**config.mk**
```make
export PLATFORM = sky130hd
export DESIGN_NAME = serial_shift_unit
export DESIGN_NICKNAME = d
export VERILOG_FILES = /design/src/rtl/serial_shift_unit.sv
export SDC_FILE = /design/constraint.sdc
export NUM_CORES = 1
export LEC_CHECK = 0
export ABC_AREA = 1
export ABC_CLOCK_PERIOD_IN_PS = 1200
export BUFFER_PORTS_ARGS = -buffer_cell sky130_fd_sc_hd__buf_4
export CELL_PAD_IN_SITES_DETAIL_PLACEMENT = 0
export CELL_PAD_IN_SITES_GLOBAL_PLACEMENT = 1
export CORE_ASPECT_RATIO = 0.6
export CORE_UTILIZATION = 33
export DETAILED_ROUTE_END_ITERATION = 8
export PLACE_DENSITY = 0.79
export SYNTH_ARGS = -nofsm -noshare
export SYNTH_HDL_FRONTEND = slang
export SYNTH_SLANG_ARGS = --single-unit
```
**constraint.sdc**
```tcl
create_clock -name clk -period 1.2 [get_ports clk]
set_clock_uncertainty 0.05 [all_clocks]
set_input_delay 0.06 -clock clk [delete_from_list [all_inputs] [get_ports clk]]
set_output_delay 0.06 -clock clk [all_outputs]
set_load 0.03 [all_outputs]
```
**src/rtl/serial_shift_unit.sv**
```systemverilog
// serial_shift_unit: parametrised parallel-load shift register with
// bidirectional shifting, serial input and a bit counter. After a load it
// shifts exactly WIDTH bits, then raises done for one cycle.
module serial_shift_unit #(
    parameter int unsigned      WIDTH   = 8,
    parameter logic [WIDTH-1:0] RST_VAL = '0
) (
    input  logic                       clk,
    input  logic                       rst,
    input  logic                       load,
    input  logic [WIDTH-1:0]           data_in,
    input  logic                       enable,
    input  logic                       dir,
    input  logic                       ser_in,
    output logic                       ser_out,
    output logic [WIDTH-1:0]           par_out,
    output logic [$clog2(WIDTH+1)-1:0] count,
    output logic                       busy,
    output logic                       done
);

    localparam int unsigned CW = $clog2(WIDTH + 1);

    logic [WIDTH-1:0] r_reg;
    logic [CW-1:0]    r_count;
    logic             r_busy;
    logic             r_done;

    logic [WIDTH-1:0] w_shifted;
    logic             w_last_shift;

    // Next register value for a shift in the currently requested direction.
    always_comb begin
        w_shifted = r_reg;
        if (dir) begin
            w_shifted = {r_reg[WIDTH-2:0], ser_in};
        end else begin
            w_shifted = {ser_in, r_reg[WIDTH-1:1]};
        end
    end

    assign w_last_shift = (r_count == CW'(WIDTH - 1));

    // Register, counter and status update: rst > load > shift > hold.
    always_ff @(posedge clk) begin
        if (rst) begin
            r_reg   <= RST_VAL;
            r_count <= '0;
            r_busy  <= 1'b0;
            r_done  <= 1'b0;
        end else begin
            r_done <= 1'b0;
            if (load) begin
                r_reg   <= data_in;
                r_count <= '0;
                r_busy  <= 1'b1;
            end else if (r_busy && enable) begin
                r_reg <= w_shifted;
                if (w_last_shift) begin
                    r_count <= CW'(WIDTH);
                    r_busy  <= 1'b0;
                    r_done  <= 1'b1;
                end else begin
                    r_count <= r_count + 1'b1;
                end
            end
        end
    end

    assign ser_out = dir ? r_reg[WIDTH-1] : r_reg[0];
    assign par_out = r_reg;
    assign count   = r_count;
    assign busy    = r_busy;
    assign done    = r_done;

endmodule

```
Yosys cells after proc, flatten, opt, wreduce, memory -nomap -nowiden. Cells that the tools add are included.

$add $sub $neg: 1. Multiply operators: 0. Divide/modulo/power cells: 0. $lt $le $gt $ge: 0. Equality and inequality tests: 1. Shift-type cells: 0. Muxes and demuxes: 9. Bitwise gates (word level): 1. Reduce and logical (&&, ||, !) cells: 6.

Operators with widths (count): $mux 8 (3); $mux 1 (5); $add 4x1->4 const B (1); $eq 4x3->1 const B (1); $mux 4 (1); $reduce_bool 2->1 (2); $reduce_or 3->1 (1); $reduce_and 2->1 (1); $reduce_or 2->1 (1); $logic_and 1x1->1 (1); $not 1->1 (1).

Register bits after elaboration: 14. Bits in latches: 0. RAM bits: 0. ROM bits: 0. Bits of input ports: 14. Output and inout bits: 15. Word-level logic and storage cells: 22. Memories: 0.

Logic depth before layout (Yosys ltp). Gate-level depths: netlist of run 1.

Depth in word-level cells: 4. Mapped depth: 7. Mapped depth without buffers: 7.

Worst setup path after synthesis of run 1. OpenSTA, ideal clock, no wires.

Path type: reg-to-reg. Start: register r_count[0] (netlist: count[0]). End: register r_busy (netlist: busy). Arrival time: 1136 ps. Required time: 1032 ps. Setup slack: -104 ps. Cell stages (with the launch flop): 7. Path buffers: 0. Cell sequence: dfxtp_1 -> ha_1 -> inv_1 -> nor2_4 -> nand3_1 -> nand2_1 -> a21oi_1.

Longest elaborated chain between the ends: 3.

RTL lines: start, declared (RTL line 25) `logic [CW-1:0] r_count;`; start signal, assigned (RTL line 60) `r_count <= CW'(WIDTH);`; start signal, assigned (RTL line 64) `r_count <= r_count + 1'b1;`; $eq 4x3->1 (RTL line 42) `assign w_last_shift = (r_count == CW'(WIDTH - 1));`; $reduce_bool 2->1 (no line); $reduce_and 2->1 (no line); end signal, assigned (RTL line 49) `r_busy <= 1'b0;`; end signal, assigned (RTL line 56) `r_busy <= 1'b1;`; end signal, assigned (RTL line 61) `r_busy <= 1'b0;`; end, declared (RTL line 26) `logic r_busy;`.

No other way between the ends. A chain may end at the register's enable or synchronous reset.

Worst setup path after layout of run 1.
Start: register r_reg[0] (netlist: par_out[0]). End: output port ser_out.

Longest elaborated chain between the ends: 1.

RTL lines: start, declared (RTL line 24) `logic [WIDTH-1:0] r_reg;`; start signal, assigned (RTL line 54) `r_reg <= data_in;`; start signal, assigned (RTL line 58) `r_reg <= w_shifted;`; $mux 1 (RTL line 70) `assign ser_out = dir ? r_reg[WIDTH-1] : r_reg[0];`; end, declared (RTL line 15) `output logic ser_out,`.

No other way between the ends.

==> results of run 1 <==
[stage by stage]
step,std cells,area (um2)
after floorplan,114,820.8
after global placement,168,1033
after detailed placement,168,1033
after CTS,173,1099
after global routing,173,1106
final,173,1106
[sequential cells by signal, summed over array words and instances, names as in the netlist]
register	cells
busy	1
count	4
done	1
par_out	8
[synth_stat cells, drive strengths merged]
cell / n / area share [%]
nor3: 2 / 1.2
o21ai: 12 / 7.4
nand3: 1 / 0.61
ha: 1 / 1.5
mux2: 1 / 1.4
inv: 19 / 9.0
nor2: 8 / 5.5
o211ai: 6 / 5.5
dfxtp: 14 / 34
a21oi: 11 / 10
nand2: 34 / 18
buf: 4 / 4.3
nand4: 1 / 0.77
[power by group through the flow]
stage	clock (mW)	sequential, mW	combinational [mW]
after floorplan	0	0.580	0.150
after global routing	0.495	0.524	0.327
final	0.464	0.520	0.298
after CTS	0.475	0.522	0.301
after global placement	0	0.532	0.297
after detailed placement	0	0.532	0.298
[per-layer routing]
metal	up-vias	GRT usage [%]	share of wire, %
met1	326	19.70	55
li1	423	-	-
met3	2	6.250	4.9
met4	0	4.787	1.2
met2	22	22.96	39
met5	-	0	0
[final cells by class]
| class | instances | area share [%] |
|---|---|---|
| Tap cell | 30 | 3.394 |
| Sequential cell | 14 | 25.91 |
| Clock buffer | 4 | 4.977 |
| Multi-Input combinational cell | 77 | 39.14 |
| Inverter | 19 | 6.674 |
| Timing Repair Buffer | 29 | 19.91 |
[final timing paths]
path	from	end	slack (ns)	cells past startpoint
max	par_out[0]$_SDFFE_PP0P_	ser_out	0.07	2
max reg2reg	count[0]$_SDFFE_PP0P_	busy$_SDFFE_PP0P_	0.13	6
min reg2reg	busy$_SDFFE_PP0P_	busy$_SDFFE_PP0P_	0.44	2
min	load	done$_SDFF_PP0_	0.07	2
[critical path: stages (launching register included)]
cell and delay (ns):
dfxtp_1 0.34, mux2_2 0.26, buf_4 0.17
[cell usage in the layout (no fill, tap or decap), types with 2 or more instances in the layout]
cell type | netlist | routed
nand2_1 | 30 | 30
buf_4 | 2 | 28
inv_1 | 18 | 18
dfxtp_1 | 14 | 11
o21ai_1 | 8 | 8
a21oi_2 | 8 | 8
nor2_1 | 6 | 6
o211ai_1 | 6 | 6
o21ai_0 | 4 | 4
clkbuf_8 | 0 | 4
a21oi_1 | 3 | 3
nand2_4 | 2 | 2
nor2_4 | 2 | 2
nand2_2 | 2 | 2
nor3_1 | 2 | 2
dfxtp_2 | 0 | 2
[cells by family after synthesis]
group	synth area share [%]
mux	1.378
simple gates	26.19
buf+inv	13.32
flops	34.30
fa+ha+maj	1.531
compound gates	23.28
[what timing repair did]
action | in CTS | in global routing
hold buffers | 1 | 0
endpoints found under the hold margin | 2 | 0
endpoints found under the setup margin | 0 | 2
setup buffers | 0 | 0
gates resized for setup | 0 | 2
==> impl_metrics.toml, run 1 <==
[status]
status = "complete, no violations"

[clock_network]
clk_latency_ns = 0.25
cts_root_buffer = "clkbuf_8"
cts_max_level = 1
clkSlewWorstSetupHoldPaths_ns = 0.06
cts.sinks = 14
numCtsBuffers = 3
clk_path_buf_depth = 2
tritoncts = "built"

[pwr]
ir_drop_mv = 0.5005
power_switching_mw = 0.3799
p_int_mw = 0.9024
pwr-share-comb_pct = 23.2
power_frac_seq_pct = 40.6
cellPowerDensity_nw_per_um2 = 1159
p_sw_share_pct = 29.62
total_power_mw = 1.282
power_leakage_nw = 0.5364
clockPowerShare_pct = 36.2

[synthesis]
yosysWarnings = 0
syn_area_um2 = 817.0
yosysUniqueCellTypes = 21
syn_area_per_cell_um2 = 7.167
syn_nets = 129
yosysSeqAreaShare_pct = 34.30
ys_seq_elements = 14
post_synth_inst_count = 114

[job]
maxCapViolCount = 0

[final_layout]
fin_util_pct = 49.28
multi_input_area_um2 = 432.9
fin_nets = 159
syn2layout_area_growth_pct = 35.38
drive_gt1_share_pct = 36.36
fillCellCount = 251
diodes = 0
register_area_um2 = 286.5

[sta]
max_freq_mhz = 888.8
min_period_ns = 1.125
drv_slew = 0
hold_viol = 0
min_period_over_period_pct = 93.76
finalSetupViolCount = 0
relSlewSlack_pct = 83.83
rsz0062_at_grt = "false"
tightest_slew_ns = 0.2423
setup_slack_ns = 0.07490
timing.hold.ws_ns = 0.06527
finalSetupTns_ns = 0

[global_routing]
gr-usage-all-layers_pct = 15.17
gr-total-overflow = 0
antenna_found_initial = 0
grt_first_pass_wirelength_mm = 2.842
grt_max_degree = 18
grt_pass1_vias = 649

[setup_path]
crit_fanout = 4
critPathKind = "flip-flop to primary output"
endpoint_kind = "primary output"
crit_required_ns = 1.09
cp-start-kind = "flip-flop"
crit_arrival_ns = 1.02

[floorplanning]
core_area_um2 = 2245
rows = 13
die-area_um2 = 2685
ios = 29
initial_utilization_pct = 36.40
die_w_um = 66.24
die_h_um = 40.54

[detailed_routing]
via_count = 773
viasPerCell = 4.468
wl_per_cell_um = 10.72
drtAntennaViolNets = 0
wl_mm = 1.854
drt_first_pass_iters = 4
drt_iter0_markers = 20
remaining_drc_errors = 0

[placed_design]
hpwlAfterDp_mm = 1.413
preCtsSetupSlack_ns = 0.1097
finalWeightedCongestion = 0.8030
port_buffers = 28

[min_path]
hp-class = "input pin to flip-flop"
No activity file was read; power rests on OpenSTA's default activity.
==> run 2, diff against run 1 <==
Settings changed: BUFFER_PORTS_ARGS -buffer_cell sky130_fd_sc_hd__buf_4 to unset, CORE_ASPECT_RATIO 0.6 to unset, CORE_MARGIN set to 2, CORE_UTILIZATION 33 to 41, DONT_BUFFER_PORTS set to 1, PLACE_DENSITY 0.79 to 0.77.
==> run 2 against run 1 <==
Cell count fell by 4.0%. Maximum frequency rose by 2.5%. Setup slack better by 0.027 ns. Sequential cell count unchanged. Sequential share of layout area grew 0.43 points. Routed wire length fell by 1.6%. Largest power group unchanged.
==> impl_metrics.toml, run 2 (synthesis results as in run 1) <==
[status]
status = "complete, no violations"

[pwr]
cellPowerDensity_nw_per_um2 = 1064
total_power_mw = 1.147
power_leakage_nw = 0.5091
ir_drop_mv = 0.5670

[clock_network]
numCtsBuffers = 3
clkSlewWorstSetupHoldPaths_ns = 0.08
cts_root_buffer = "clkbuf_4"
clk_path_buf_depth = 2
clk_latency_ns = 0.28
cts.sinks = 14
tritoncts = "built"
postCtsSetupBuffers = 0
cts_max_level = 1

[floorplanning]
rows = 16
die_w_um = 48.64
die_h_um = 48.64
core_area_um2 = 1922
ios = 29
die-area_um2 = 2366
initial_utilization_pct = 42.51

[sta]
min_period_ns = 1.098
rsz0062_at_grt = "false"
relSlewSlack_pct = 67.98
max_freq_mhz = 911.0
drv_slew = 0
hold_viol = 0
finalSetupViolCount = 0
tightest_slew_ns = 0.4802
setup_slack_ns = 0.1023
min_period_over_period_pct = 91.48
finalSetupTns_ns = 0

[placed_design]
placed_cell_area_um2 = 917.1
port_buffers = 0
hpwlAfterDp_mm = 1.281
preCtsSetupSlack_ns = 0.1279
finalWeightedCongestion = 0.7621

[min_path]
holdPathStages = 4
hp-class = "input pin to flip-flop"
hold_start = "ser_in"
min_to = "par_out[0]$_SDFFE_PP0P_"

[final_layout]
fillCellCount = 207
largest_register_ffs = 8
final_cell_mix = "nand2_1 (30), inv_1 (18), buf_4 (13), dfxtp_1 (11), dlygate4sd3_1 (10)"
register_area_um2 = 284.0
fin_nets = 155
multi_input_area_um2 = 427.9
diodes = 0
drive_gt1_share_pct = 25.90
fin_area_um2 = 1079
mostFrequentLayoutCell = "nand2_1"
syn2layout_area_growth_pct = 32.01

[setup_path]
crit_required_ns = 1.09
crit_fanout = 4
cp-start-kind = "flip-flop"
critPathSlowestCell = "mux2_2"
reg2reg_to = "busy$_SDFFE_PP0P_"
cp_top_family = "multiplexers"
r2r_start = "count[0]$_SDFFE_PP0P_"
path_depth = 1
crit_arrival_ns = 0.99
ff2ff_path_depth = 6
r2r_slack_ns = 0.11
crit_buf_inv = 0
endpoint_kind = "primary output"
critPathKind = "flip-flop to primary output"
crit_chain = "mux2_2"
slowest_delay_ns = 0.36

[detailed_routing]
wl_mm = 1.825
remaining_drc_errors = 0
via_count = 789
drt_first_pass_iters = 4
viasPerCell = 4.753
drt_iter0_markers = 8
drtAntennaViolNets = 0
wl_per_cell_um = 10.99

[global_routing]
gr-total-overflow = 0
grt_first_pass_wirelength_mm = 3.125
gr-usage-all-layers_pct = 16.79
grt_pass1_vias = 704
grt_max_degree = 17
antenna_found_initial = 0

[job]
maxCapViolCount = 0
## run 2: cell count changes in the layout (fill, tap and decap cells not counted)
cell / before / now
buf_4: 28 / 13
dlygate4sd3_1: 1 / 10
clkbuf_4: 0 / 3
clkbuf_8: 4 / 1
dlymetal6s4s_1: 0 / 2
dfxtp_2: 2 / 3
dfxtp_4: 1 / 0
nand3_1: 0 / 1
nand3_2: 1 / 0
## run 2: worst max-delay path by stage
| stage | from | end | slack [ns] |
|---|---|---|---|
| floorplan | count[0]$_SDFFE_PP0P_ | busy$_SDFFE_PP0P_ | 0.04 |
| global placement | count[0]$_SDFFE_PP0P_ | busy$_SDFFE_PP0P_ | 0.18 |
| detailed placement | count[0]$_SDFFE_PP0P_ | busy$_SDFFE_PP0P_ | 0.13 |
| CTS | load | par_out[1]$_SDFFE_PP0P_ | 0.01 |
| global route | count[0]$_SDFFE_PP0P_ | busy$_SDFFE_PP0P_ | 0.05 |
| finish | par_out[7]$_SDFFE_PP0P_ | ser_out | 0.10 |
## run 2: power breakdown
group / switching (mW) / internal [mW] / leakage, nW / total, mW
combinational: 0.174 / 0.114 / 0.372 / 0.288
sequential: 0.0255 / 0.493 / 0.116 / 0.518
clock: 0.156 / 0.185 / 0.0210 / 0.341
## run 2: final cells by class
type / instances / share of cell area (%)
inverters: 19 / 6.845
well taps: 27 / 3.132
repair buffers: 25 / 20.65
clock buffers: 4 / 3.364
multi-input cells: 77 / 39.68
flip-flops and latches: 14 / 26.33
## run 2: per-stage QoR
step                std cells  hold WS, ns  util, %
CTS                       166     0.001376    55.86
global route              166      0.02259    56.12
global placement          150      0.07358    47.72
floorplan                 114      0.07165        -
finish                    166      0.01636    56.12
detailed placement        150      0.07762    47.72
## run 2: metal layers
metal / global-route usage (%) / wire (um) / vias up
li1: - / - / 412
met1: 22.05 / 868 / 349
met2: 26.71 / 824 / 26
met3: 3.395 / 119 / 2
met4: 7.143 / 13 / 0
met5: 0 / 0 / -
## run 2: what timing repair did
action,CTS,global route
endpoints found under the setup margin,0,8
gates resized for setup,0,2
hold buffers,12,0
hold endpoints to repair,14,0
